**src/rtl/uart_tx_frame_pkg.sv**
```systemverilog
// Shared UART transmit definitions: FSM encoding, line levels, counter sizing.
package uart_tx_frame_pkg;

  typedef enum logic [2:0] {
    StIdle,
    StLoad,
    StStart,
    StData,
    StParity,
    StStop
  } tx_state_e;

  localparam logic IdleLevel = 1'b1;
  localparam logic StartBit  = 1'b0;

  // Counter width able to index every bit of a word; at least one bit wide.
  function automatic int unsigned cnt_width(input int unsigned w);
    return (w > 1) ? $clog2(w) : 1;
  endfunction

endpackage

```
**src/rtl/uart_tx_frame_if.sv**
```systemverilog
// Handshake and line signals between the TX framer, its requester and the parity stage.
interface uart_tx_frame_if #(
  parameter int unsigned DWIDTH = 8
);
  logic              data_valid;
  logic [DWIDTH-1:0] p_data;
  logic              par_en;
  logic              parity_bit;
  logic [DWIDTH-1:0] frame_data;
  logic              tx_out;
  logic              busy;
  logic              done;

  modport master (
    output data_valid, p_data, par_en, parity_bit,
    input  frame_data, tx_out, busy, done
  );

  modport slave (
    input  data_valid, p_data, par_en, parity_bit,
    output frame_data, tx_out, busy, done
  );
endinterface

```
**src/rtl/uart_tx_shift.sv**
```systemverilog
// Data register, bit counter and current/next bit select for the TX framer.
module uart_tx_shift
  import uart_tx_frame_pkg::*;
#(
  parameter int unsigned DWIDTH = 8
) (
  input  logic              clk_i,
  input  logic              rst_ni,
  input  logic              load_i,
  input  logic [DWIDTH-1:0] data_i,
  input  logic              advance_i,
  output logic [DWIDTH-1:0] data_o,
  output logic              first_bit_o,
  output logic              next_bit_o,
  output logic              last_o
);

  localparam int unsigned     CntW    = cnt_width(DWIDTH);
  localparam logic [CntW-1:0] LastIdx = CntW'(DWIDTH - 1);

  logic [DWIDTH-1:0] data_q, data_d;
  logic [CntW-1:0]   cnt_q, cnt_d;
  logic [CntW-1:0]   next_idx;

  // Latch a new word on accept; step the counter per data tick, saturating at the last bit.
  always_comb begin
    data_d = data_q;
    cnt_d  = cnt_q;
    if (load_i) begin
      data_d = data_i;
      cnt_d  = '0;
    end else if (advance_i && (cnt_q != LastIdx)) begin
      cnt_d = cnt_q + 1'b1;
    end
  end

  // Index of the bit that goes out on the next data tick; unused once the last bit is out.
  always_comb begin
    next_idx = (cnt_q == LastIdx) ? '0 : cnt_q + 1'b1;
  end

  // Word and counter registers with synchronous active-low reset.
  always_ff @(posedge clk_i) begin
    if (!rst_ni) begin
      data_q <= '0;
      cnt_q  <= '0;
    end else begin
      data_q <= data_d;
      cnt_q  <= cnt_d;
    end
  end

  assign data_o      = data_q;
  assign first_bit_o = data_q[0];
  assign next_bit_o  = data_q[next_idx];
  assign last_o      = (cnt_q == LastIdx);

endmodule

```
**src/rtl/uart_tx_frame.sv**
```systemverilog
// UART transmit framer: start / LSB-first data / optional parity / stop bits, paced by baud_tick.
module uart_tx_frame
  import uart_tx_frame_pkg::*;
#(
  parameter int unsigned DWIDTH    = 8,
  parameter int unsigned STOP_BITS = 1
) (
  input logic            clk,
  input logic            rst,
  input logic            baud_tick,
  uart_tx_frame_if.slave bus
);

  localparam logic [1:0] LastStop = 2'(STOP_BITS - 1);

  tx_state_e   state_q, state_d;
  logic        tx_q, tx_d;
  logic        busy_q, busy_d;
  logic        done_q, done_d;
  logic        par_en_q, par_en_d;
  logic [1:0]  stop_cnt_q, stop_cnt_d;

  logic              accept;
  logic              first_bit;
  logic              next_bit;
  logic              last_bit;
  logic [DWIDTH-1:0] frame_data;

  // Requests are only looked at while idle; anything arriving mid-frame is dropped.
  assign accept = (state_q == StIdle) && bus.data_valid;

  uart_tx_shift #(
    .DWIDTH (DWIDTH)
  ) u_shift (
    .clk_i       (clk),
    .rst_ni      (rst),
    .load_i      (accept),
    .data_i      (bus.p_data),
    .advance_i   ((state_q == StData) && baud_tick),
    .data_o      (frame_data),
    .first_bit_o (first_bit),
    .next_bit_o  (next_bit),
    .last_o      (last_bit)
  );

  // State and registered outputs; reset forces an idle, high line.
  always_ff @(posedge clk) begin
    if (!rst) begin
      state_q    <= StIdle;
      tx_q       <= IdleLevel;
      busy_q     <= 1'b0;
      done_q     <= 1'b0;
      par_en_q   <= 1'b0;
      stop_cnt_q <= '0;
    end else begin
      state_q    <= state_d;
      tx_q       <= tx_d;
      busy_q     <= busy_d;
      done_q     <= done_d;
      par_en_q   <= par_en_d;
      stop_cnt_q <= stop_cnt_d;
    end
  end

  // Next-state: every transition past LOAD waits for a baud tick.
  always_comb begin
    state_d = state_q;
    unique case (state_q)
      StIdle:   if (bus.data_valid) state_d = StLoad;
      StLoad:   if (baud_tick) state_d = StStart;
      StStart:  if (baud_tick) state_d = StData;
      StData:   if (baud_tick && last_bit) state_d = par_en_q ? StParity : StStop;
      StParity: if (baud_tick) state_d = StStop;
      StStop:   if (baud_tick && (stop_cnt_q == LastStop)) state_d = StIdle;
      default:  state_d = StIdle;
    endcase
  end

  // Output next values: the bit driven on each tick is the one that starts its period there.
  always_comb begin
    tx_d       = tx_q;
    busy_d     = (state_d != StIdle);
    done_d     = 1'b0;
    par_en_d   = par_en_q;
    stop_cnt_d = stop_cnt_q;
    unique case (state_q)
      StIdle: begin
        tx_d       = IdleLevel;
        stop_cnt_d = '0;
        if (bus.data_valid) par_en_d = bus.par_en;
      end
      StLoad:   if (baud_tick) tx_d = StartBit;
      StStart:  if (baud_tick) tx_d = first_bit;
      StData: begin
        if (baud_tick) begin
          if (last_bit) tx_d = par_en_q ? bus.parity_bit : IdleLevel;
          else          tx_d = next_bit;
        end
      end
      StParity: if (baud_tick) tx_d = IdleLevel;
      StStop: begin
        tx_d = IdleLevel;
        if (baud_tick) begin
          if (stop_cnt_q == LastStop) begin
            done_d     = 1'b1;
            stop_cnt_d = '0;
          end else begin
            stop_cnt_d = stop_cnt_q + 1'b1;
          end
        end
      end
      default: tx_d = IdleLevel;
    endcase
  end

  assign bus.frame_data = frame_data;
  assign bus.tx_out     = tx_q;
  assign bus.busy       = busy_q;
  assign bus.done       = done_q;

endmodule
```
**src/flat_wrapper.sv**
```systemverilog
// flat-port wrapper written by rule: the top's interface ports become plain ports
module uart_tx_frame_flat import uart_tx_frame_pkg::*;
#(
  parameter int unsigned DWIDTH    = 8,
  parameter int unsigned STOP_BITS = 1
)
  (clk, rst, baud_tick, bus_data_valid, bus_p_data, bus_par_en, bus_parity_bit, bus_frame_data, bus_tx_out, bus_busy, bus_done);
  uart_tx_frame_if #(.DWIDTH(DWIDTH)) bus_i ();
  input logic clk;
  input logic rst;
  input logic baud_tick;
  input wire logic [$bits(bus_i.data_valid)-1:0] bus_data_valid;
  input wire logic [$bits(bus_i.p_data)-1:0] bus_p_data;
  input wire logic [$bits(bus_i.par_en)-1:0] bus_par_en;
  input wire logic [$bits(bus_i.parity_bit)-1:0] bus_parity_bit;
  output wire logic [$bits(bus_i.frame_data)-1:0] bus_frame_data;
  output wire logic [$bits(bus_i.tx_out)-1:0] bus_tx_out;
  output wire logic [$bits(bus_i.busy)-1:0] bus_busy;
  output wire logic [$bits(bus_i.done)-1:0] bus_done;
  assign bus_i.data_valid = bus_data_valid;
  assign bus_i.p_data = bus_p_data;
  assign bus_i.par_en = bus_par_en;
  assign bus_i.parity_bit = bus_parity_bit;
  assign bus_frame_data = bus_i.frame_data;
  assign bus_tx_out = bus_i.tx_out;
  assign bus_busy = bus_i.busy;
  assign bus_done = bus_i.done;
  uart_tx_frame #(.DWIDTH(DWIDTH), .STOP_BITS(STOP_BITS)) u_core (.clk(clk), .rst(rst), .baud_tick(baud_tick), .bus(bus_i));
endmodule
```
**config.mk**
```make
export PLATFORM = sky130hd
export DESIGN_NAME = uart_tx_frame_flat
export DESIGN_NICKNAME = d
export VERILOG_FILES = /design/src/rtl/uart_tx_frame_pkg.sv /design/src/rtl/uart_tx_frame_if.sv /design/src/rtl/uart_tx_shift.sv /design/src/rtl/uart_tx_frame.sv /design/src/flat_wrapper.sv
export SDC_FILE = /design/constraint.sdc
export NUM_CORES = 1
export LEC_CHECK = 0
export ABC_AREA = 0
export CORE_UTILIZATION = 51
export DETAILED_ROUTE_END_ITERATION = 8
export GPL_TIMING_DRIVEN = 0
export HOLD_SLACK_MARGIN = 0.05
export PLACE_DENSITY = 0.84
export SYNTH_ARGS = -nofsm -noshare
export SYNTH_HDL_FRONTEND = slang
export SYNTH_SLANG_ARGS = --single-unit
```
**constraint.sdc**
```tcl
create_clock -name clk -period 4 [get_ports clk]
set_input_delay 1.2 -clock clk [delete_from_list [all_inputs] [get_ports clk]]
set_output_delay 1.2 -clock clk [all_outputs]
set_load 0.005 [all_outputs]
```
# [Word level (Yosys, flattened, before mapping)]
# Index checks and enable logic that the tools add are counted.
[totals] register_bits=20 latch_bits=0 ram_bits=0 mem_bits_ro=0 input_bits=14 elab_cells=60 mem_count=0
[classes] add_sub_neg=2 n_mul=0 n_div=0 magnitude_cmp=1 eq_ne=12 shifts=0 n_mux=22 bitwise_logic=1 n_reduce_logical=14
[ops] cell="3-bit 2-to-1 mux" count=7
[ops] cell="3-bit case mux with 6 select lines" count=1
[ops] cell="2-bit != test, second input constant" count=5
[ops] cell="3-bit equality test, second input constant" count=3
[ops] cell="1-bit 2-to-1 mux" count=9
[ops] cell="3-bit by 2-bit equality test with 1-bit output, second input constant" count=2
[ops] cell="1-bit logical AND" count=5
[ops] cell="3-bit by 4-bit < comparator with 1-bit output, second input constant" count=1
[ops] cell="2-bit 2-to-1 mux" count=2
[ops] cell="1-bit case mux with 4 select lines" count=1
[ops] cell="2-bit case mux with 2 select lines" count=1
[ops] cell="2-bit AND reduction" count=2
[ops] cell="4-bit AND reduction" count=1
[ops] cell="3-bit by 1-bit adder with 3-bit output, second input constant" count=1
[ops] cell="1-bit binary-select mux with 3-bit select" count=1
[ops] cell="3-bit by 1-bit equality test with 1-bit output, second input constant" count=1
[ops] cell="3-bit zero test" count=1
[ops] cell="3-bit != test, second input constant" count=1
[ops] cell="3-bit AND reduction" count=1
[ops] cell="3-bit nonzero test" count=1
[ops] cell="2-bit by 1-bit adder with 2-bit output, second input constant" count=1
[ops] cell="2-bit zero test" count=1
[ops] cell="2-bit nonzero test" count=1
[ops] cell="2-bit OR reduction" count=1
[ops] cell="1-bit inverter" count=1

# [Longest topological paths before layout]
# Gate-level depths: netlist of the first run.
[depth] ltp_word=7 ltp_mapped=6 depth_no_buf=6

# [Hierarchy]
# From an unflattened synthesis of the first run, not the netlist that was laid out.
[hier_totals] hier_cells=106 area_unflattened_um2=1089.8
[modules_own_cells] mod="uart_tx_shift" instances=1 cells_each=53 area_per_inst_um2=554.3 seq_area_each_um2=220.2
[modules_own_cells] mod="uart_tx_frame" instances=1 cells_each=53 area_per_inst_um2=535.5 seq_area_each_um2=180.2

# [Worst setup path before layout of the first run]
# Ideal clock, no wire load.
[synth_path] kind="in2reg" start="input port baud_tick" end="register u_core.u_shift.cnt_q[1]" setup_ns=0.116 t_arrival_ns=2.046 required_time_ns=3.884 setup_slack_ns=1.838 cell_stages=5 path_cell_list="clkbuf_1 > nand2_1 > nor3b_4 > mux2i_1 > nor2_1"
[synth_via] elab_chain_cells=2
[synth_rtl] item="start, declared" line_no="flat_wrapper.sv:11" rtl="input logic baud_tick;"
[synth_rtl] item="1-bit logical AND" line_no="uart_tx_frame.sv:39" rtl=".advance_i ((state_q == StData) && baud_tick),"
[synth_rtl] item="1-bit logical AND" line_no="uart_tx_shift.sv:32" rtl="end else if (advance_i && (cnt_q != LastIdx)) begin"
[synth_rtl] item="end signal, assigned" line_no="uart_tx_shift.sv:49" rtl="cnt_q <= cnt_d;"
[synth_rtl] item="end, declared" line_no="uart_tx_shift.sv:22" rtl="logic [CntW-1:0] cnt_q, cnt_d;"
# Every way passes these cells.
# A chain may end at the register's enable or synchronous reset.

# [Worst setup path in the final report of the first run]
[layout_path] start="register u_core.u_shift.data_q[0] (netlist: u_core.u_shift.data_o[0])" end="output port bus_frame_data[0]"
[layout_lines] item="start, declared" line_no="uart_tx_shift.sv:21" rtl="logic [DWIDTH-1:0] data_q, data_d;"
[layout_lines] item="start signal, assigned" line_no="uart_tx_shift.sv:48" rtl="data_q <= data_d;"
[layout_lines] item="end, declared" line_no="flat_wrapper.sv:16" rtl="output wire logic [$bits(bus_i.frame_data)-1:0] bus_frame_data;"
# No word-level cell between the ends.

==> results of run 1 <==
==> sequential cells by signal, indices dropped and copies added (netlist names) <==
register               flops
u_core.state_q             3
u_core.u_shift.cnt_q       3
u_core.bus.done            1
u_core.u_shift.data_o      8
u_core.bus.busy            1
u_core.bus.tx_out          1
u_core.par_en_q            1
u_core.stop_cnt_q          2
==> layout make-up <==
| cell class | instances | share of cell area (%) |
|---|---|---|
| repair buffers | 23 | 17.4 |
| clock buffers | 4 | 2.74 |
| multi-input cells | 89 | 43.5 |
| flip-flops and latches | 20 | 30.2 |
| plain buffers | 6 | 2.74 |
| well taps | 25 | 2.36 |
| inverters | 4 | 1.13 |
==> layer usage <==
layer / vias to the layer above / part of all wire, %
met5: - / 0
met4: 0 / 1.7
met3: 5 / 4.6
met2: 29 / 50
met1: 434 / 44
li1: 465 / -
==> power by group through the flow <==
stage          clock (mW)  combinational (mW)  sequential [mW]
5_1_grt             0.135              0.0950            0.221
2_1_floorplan           0              0.0456            0.223
3_3_place_gp            0              0.0839            0.223
3_5_place_dp            0              0.0861            0.224
6_report            0.121              0.0865            0.219
4_1_cts             0.121              0.0866            0.219
==> worst max path at each step <==
stage                                        start                      end  slack [ns]
after floorplan                          baud_tick  u_core.u_shift.cnt_q[1]        1.84
after global placement                         rst        u_core.bus.tx_out        1.43
after detailed placement            bus_data_valid          u_core.par_en_q        1.41
after CTS                 u_core.u_shift.data_o[0]        bus_frame_data[0]        1.45
after global routing      u_core.u_shift.data_o[0]        bus_frame_data[0]        1.41
final                     u_core.u_shift.data_o[0]        bus_frame_data[0]        1.46
==> cells by family (layout without fill, tap and decap cells) <==
| logic type | after synthesis | in the layout | synth area share, % |
|---|---|---|---|
| AND/OR/NAND/NOR | 50 | 50 | 25.4 |
| AO/OA/AOI/OAI | 28 | 28 | 16.2 |
| flip-flops | 20 | 20 | 38.9 |
| buffers and inverters | 10 | 37 | 4.99 |
| adder cells (fa/ha/maj) | 5 | 5 | 6.08 |
| multiplexers | 4 | 4 | 6.69 |
| XOR/XNOR | 2 | 2 | 1.70 |
==> cell usage after synthesis, types with 2 or more instances <==
master	count	area share (%)
nand2_1	22	8.0
dfxtp_1	20	39
a21oi_1	17	8.3
nor2_1	9	3.3
ha_1	5	6.1
nand2b_1	5	3.0
inv_1	4	1.5
o21ai_0	4	1.9
and3_1	2	1.2
buf_2	2	0.97
clkbuf_1	2	0.73
mux2i_1	2	1.9
nor3b_1	2	1.5
o2111ai_1	2	1.7
xnor2_1	2	1.7
==> worst reg2reg max path: cells and delay by family, from the launching register on <==
family / cells / cell delay, ns
mux: 1 / 0.54
compound gates: 2 / 0.30
flops: 1 / 0.38
simple gates: 1 / 0.21
fa+ha+maj: 2 / 0.49
==> key figures, run 1 <==
Global routing
  • Global Route met1 Usage: between 30% and 40%
  • Vias in the first global route: approximately 830
  • Global-route wire length before repair: between 3000 and 4000 um
  • GRT busiest layer: met2
  • Grt ovf: 0
  • Initial antenna violation count: 0
  • Largest net degree at the start of global routing: 12
  • Met2 usage: around 40%
  • Total GRT Usage: around a quarter
  • Met3 Use GR: under 10%

Pwr
  • Logic pwr share: 20.3%
  • Pwr Density: around 320 nW/um^2
  • Clk pwr share: 28.3%
  • Leakage: ~0.5 nW
  • Sequential share of power: between 50% and 60%
  • Total Power: approximately 0.43 mW
  • Switching share of power: 26.5%
  • Max VDD drop: 0.215 mV
  • Int Power: 0.314 mW
  • Sw power: 0.113 mW

Routing
  • Remaining routing DRC violations: 0
  • 1st-iter DRT viols: 25
  • Per-cell routed wire length: around 13 um
  • Via density: ~5.5
  • Vias: ~930
  • Detailed Route WL: 2300 um
  • Routed Antenna Nets: 0
  • First-pass DRT Iterations: 4

Timing
  • Setup ws final: 1.46 ns
  • Clk_skew: approximately 0.0048 ns
  • Setup-failing EPs final: 0
  • WHS: 0.480 ns
  • Worst slew slack as a fraction of its limit: just under 60%
  • TNS Setup: 0 ns
  • Final Cycle Share: approximately 64%
  • Max frequency: about 390 MHz
  • Final Hold Violating Endpoints: 0
  • RSZ-0062 raised after global routing: no
  • Post-route minimum period: 2.54 ns
  • Slew Limit Fails: 0
  • Slew at the pin closest to its max-slew limit: slightly above 0.6 ns

Synthesis
  • Post-synthesis cell count: 119
  • Seq/Total Area, Yosys: 38.9%
  • Syn Area/Cell: 8.64 um^2
  • #FFs+latches synth: 20
  • Mapped Nets: approximately 140
  • Top FF cell, synth: dfxtp_1
  • Yosys warns: 0
  • Post-synth EDFFs: 0
  • Post-Syn Area: a little over 1000 um^2
  • Post-synth ARST share: 0%
  • Synth cell types: 34

Worst setup path
  • Worst R2R Path Depth: 6
  • CP Depth: 2
  • CP delay by family, top: buffers and inverters
  • Worst r2r src: u_core.u_shift.cnt_q[0]
  • Reg2Reg Setup Slack: 1.99 ns
  • Crit-path cells: buf_4 -> clkdlybuf4s50_1
  • Crit. End Element: output pin
  • Crit Path Category: reg2out
  • Max incr delay on CP: ~0.49 ns
  • Slowest cell on the critical path: clkdlybuf4s50_1
  • Worst EP arrival: about 1.3 ns
  • CP max FO: 4
  • Crit path required time: roughly 2.8 ns
  • R2R Path End: u_core.bus.tx_out
  • Buffer and inverter count on the worst path: 2
  • Startpoint Class: register

Floorplanning
  • # IOs: 25
  • Core area: between 1500 and 2000 um^2
  • Initial Util: around 57%
  • Width of the die: between 40 and 50 um
  • Area of the die: approximately 2200 um^2
  • Chip Height: 46.9 um
  • Floorplan row count: 15

Clock network
  • Postcts setup bufs: 0
  • CTS max path bufs: 2
  • CTS Root Cell: clkbuf_4
  • Clock Latency Late Sink: approximately 0.31 ns
  • Cts hold-fix bufs: 0
  • Reg clk slew, reported paths: roughly 0.11 ns
  • # resized after CTS: 0
  • CTS tree: built
  • H-tree level count: 1
  • Clk sink count: 20
  • TritonCTS Buffers: 3

Placed design
  • Pre-CTS setup slack: between 1 and 1.5 ns
  • Detailed placement HPWL: about 1800 um
  • Post-DP Area: roughly 1300 um^2
  • Post-Place Cells: 167
  • Port Buf Inserts: 23
  • Placer congestion estimate: 0.881

Hold path
  • Worst Hold End: u_core.u_shift.data_o[7]
  • Hold path start: u_core.u_shift.data_o[7]
  • Hold Path Class: reg2reg
  • Worst hold stages: 2

Cells and area
  • Register area: around 400 um^2
  • Final Net Count: about 170
  • Commonest cells after routing, fill and taps aside: clkdlybuf4s50_1, nand2_1, dfxtp_1
  • Multi-input gate area: roughly 580 um^2
  • Fin util: 73.6%
  • Ant diodes: 0
  • Final Non-Filler Cells: approximately 170
  • Layout filler cell count: around 160
  • Area Overhead vs Synth: 29.0%
  • Commonest non-fill, non-tap cell in the layout: clkdlybuf4s50_1
  • Cell area after layout: ~1300 um^2
  • Share of layout cells above drive strength 1: roughly a tenth

Status
  • Status: complete, no violations

Run
  • Max-Cap Viols: 0
No activity file was read; power rests on OpenSTA's default activity.
==> inputs of run 2 (changes only) <==
Settings changed: CORE_UTILIZATION 51 to 43, PLACE_DENSITY 0.84 to 0.76.
Clock period 4 ns to 2.1 ns, I/O delays scaled along.
==> run 2 against run 1 <==
Critical path depth is 4 higher; clock power is 49% higher; register-to-register slack worse by 1.9 ns; non-clock buffer count stayed put; sequential share of layout area is 0.11 points higher; clock-buffer cell count is 1 lower; largest power group unchanged; highest routed layer unchanged.
==> key figures, run 2 (same netlist as run 1, synthesis figures left out) <==
Routing
  • Via density: 5.35
  • Remaining routing DRC violations: 0
  • Detailed Route WL: ~2200 um
  • 1st-iter DRT viols: 16
  • First-pass DRT Iterations: 4
  • Routed Antenna Nets: 0
  • Per-cell routed wire length: approximately 13 um
  • Vias: around 900

Timing
  • Slew at the pin closest to its max-slew limit: 0.565 ns
  • Worst slew slack as a fraction of its limit: between 60% and 70%
  • Slew Limit Fails: 0
  • Post-route minimum period: roughly 2 ns
  • Setup-failing EPs final: 0
  • TNS Setup: 0 ns
  • Clk_skew: 0.00869 ns
  • Final Cycle Share: a little over nine tenths
  • Final Hold Violating Endpoints: 0
  • Max frequency: 501 MHz
  • RSZ-0062 raised after global routing: no

Pwr
  • Sequential share of power: 55.0%
  • Max VDD drop: 0.444 mV
  • Int Power: approximately 0.56 mW
  • Logic pwr share: 21.4%
  • Leakage: a little under 0.5 nW
  • Switching share of power: around a quarter
  • Clk pwr share: 23.6%
  • Sw power: just over 0.2 mW
  • Pwr Density: approximately 570 nW/um^2

Worst setup path
  • Startpoint Class: register
  • R2R Path End: u_core.bus.tx_out
  • Worst path most repeated cell: ha_1
  • Crit Path Category: reg2reg
  • Reg2Reg Setup Slack: roughly 0.10 ns
  • Worst r2r src: u_core.u_shift.cnt_q[0]
  • Max incr delay on CP: 0.52 ns
  • Buffer and inverter count on the worst path: 0
  • Crit. End Element: register
  • Crit path required time: about 2.3 ns
  • CP max FO: 4
  • CP delay by family, top: multiplexers
  • Crit-path cells: ha_1 -> ha_1 -> nor2b_4 -> mux4_2 -> a211oi_2 -> a21oi_1
  • Slowest cell on the critical path: mux4_2
  • Worst EP arrival: ~2.2 ns
  • Worst R2R Path Depth: 6

Placed design
  • Post-Place Cells: 170
  • Port Buf Inserts: 23
  • Placer congestion estimate: between 0.8 and 0.9
  • Detailed placement HPWL: roughly 1700 um

Hold path
  • Hold Path Class: reg2reg
  • Worst hold stages: 2
  • Hold path start: u_core.u_shift.data_o[1]
  • Worst Hold End: u_core.u_shift.data_o[1]

Cells and area
  • Layout filler cell count: 214
  • Share of layout cells above drive strength 1: between 8 and 9%
  • Area Overhead vs Synth: 28.5%
  • Fin util: between 50% and 60%
  • Ant diodes: 0
  • Final Non-Filler Cells: between 150 and 200
  • Final Net Count: around 170
  • Commonest non-fill, non-tap cell in the layout: clkdlybuf4s50_1
  • Commonest cells after routing, fill and taps aside: clkdlybuf4s50_1, nand2_1, dfxtp_1
  • Max reg flops: 8

Clock network
  • CTS Root Cell: clkbuf_4
  • H-tree level count: 1
  • CTS tree: built
  • CTS max path bufs: 2
  • Clock Latency Late Sink: 0.30 ns
  • Reg clk slew, reported paths: 0.11 ns
  • TritonCTS Buffers: 3
  • Cts hold-fix bufs: 0
  • Clk sink count: 20

Floorplanning
  • Core area: 2230 um^2
  • Chip Height: roughly 51 um
  • # IOs: 25
  • Initial Util: a little under half
  • Width of the die: between 50 and 60 um
  • Floorplan row count: 17
  • Area of the die: ~2600 um^2

Status
  • Status: complete, no violations

Global routing
  • Largest net degree at the start of global routing: 11
  • Total GRT Usage: about 20%
  • Vias in the first global route: 860
  • Global-route wire length before repair: a little under 4000 um
  • Grt ovf: 0
  • Initial antenna violation count: 0

Run
  • Max-Cap Viols: 0
==> run 2: routing by layer <==
metal  share of wire, %  vias up  GRT usage, %  wire (um)
li1                   -      471             -          -
met1                 46      433          25.6       1020
met2                 49       19          32.7       1100
met3                4.0        2          3.27         90
met4                1.2        0          9.72         26
met5                  0        -             0          0
==> run 2: tightest hold or removal path: cells and delay by family, from the launching register on <==
family | cells | cell delay [ns]
flops | 1 | 0.34
simple gates | 1 | 0.05
compound gates | 1 | 0.05
==> run 2: final cells by class <==
| class | instances | area (um^2) | share of cell area (%) |
|---|---|---|---|
| plain buffers | 6 | 36.3 | 2.75 |
| clock buffers | 3 | 22.5 | 1.70 |
| inverters | 4 | 15.0 | 1.14 |
| multi-input cells | 89 | 582 | 44.0 |
| flip-flops and latches | 20 | 400 | 30.3 |
| well taps | 28 | 35.0 | 2.65 |
| repair buffers | 23 | 230 | 17.4 |
==> run 2: repair_timing <==
| item | in CTS | in global routing |
|---|---|---|
| resized for setup | 0 | 1 |
| setup buffers | 0 | 0 |
| endpoints found under the setup margin | 0 | 1 |
==> run 2: worst max path at each step <==
stage | start | slack (ns) | endpoint | cells past startpoint
2_1_floorplan | u_core.u_shift.cnt_q[0] | 0.25 | u_core.bus.tx_out | 6
3_3_place_gp | rst | 0.09 | u_core.bus.tx_out | 5
3_5_place_dp | rst | 0.06 | u_core.bus.tx_out | 5
4_1_cts | u_core.u_shift.cnt_q[0] | 0.07 | u_core.bus.tx_out | 6
5_1_grt | u_core.u_shift.cnt_q[0] | 0.03 | u_core.bus.tx_out | 6
6_report | u_core.u_shift.cnt_q[0] | 0.10 | u_core.bus.tx_out | 6
==> run 2: power by group through the flow <==
stage	Clock, mW	Combinational [mW]	Sequential, mW
after floorplan	0	0.0869	0.425
after global placement	0	0.161	0.426
after detailed placement	0	0.162	0.427
after CTS	0.186	0.163	0.418
after global routing	0.205	0.179	0.421
final	0.180	0.162	0.418
==> run 2: through the flow <==
step | total power [mW] | hold slack, ns | setup WS [ns] | cell area (um^2)
2_1_floorplan | 0.511 | 0.450 | 0.248 | 1030
3_5_place_dp | 0.588 | 0.460 | 0.0613 | 1290
6_report | 0.759 | 0.477 | 0.105 | 1320
5_1_grt | 0.805 | 0.496 | 0.0341 | 1320
3_3_place_gp | 0.586 | 0.456 | 0.0873 | 1290
4_1_cts | 0.766 | 0.477 | 0.0659 | 1320
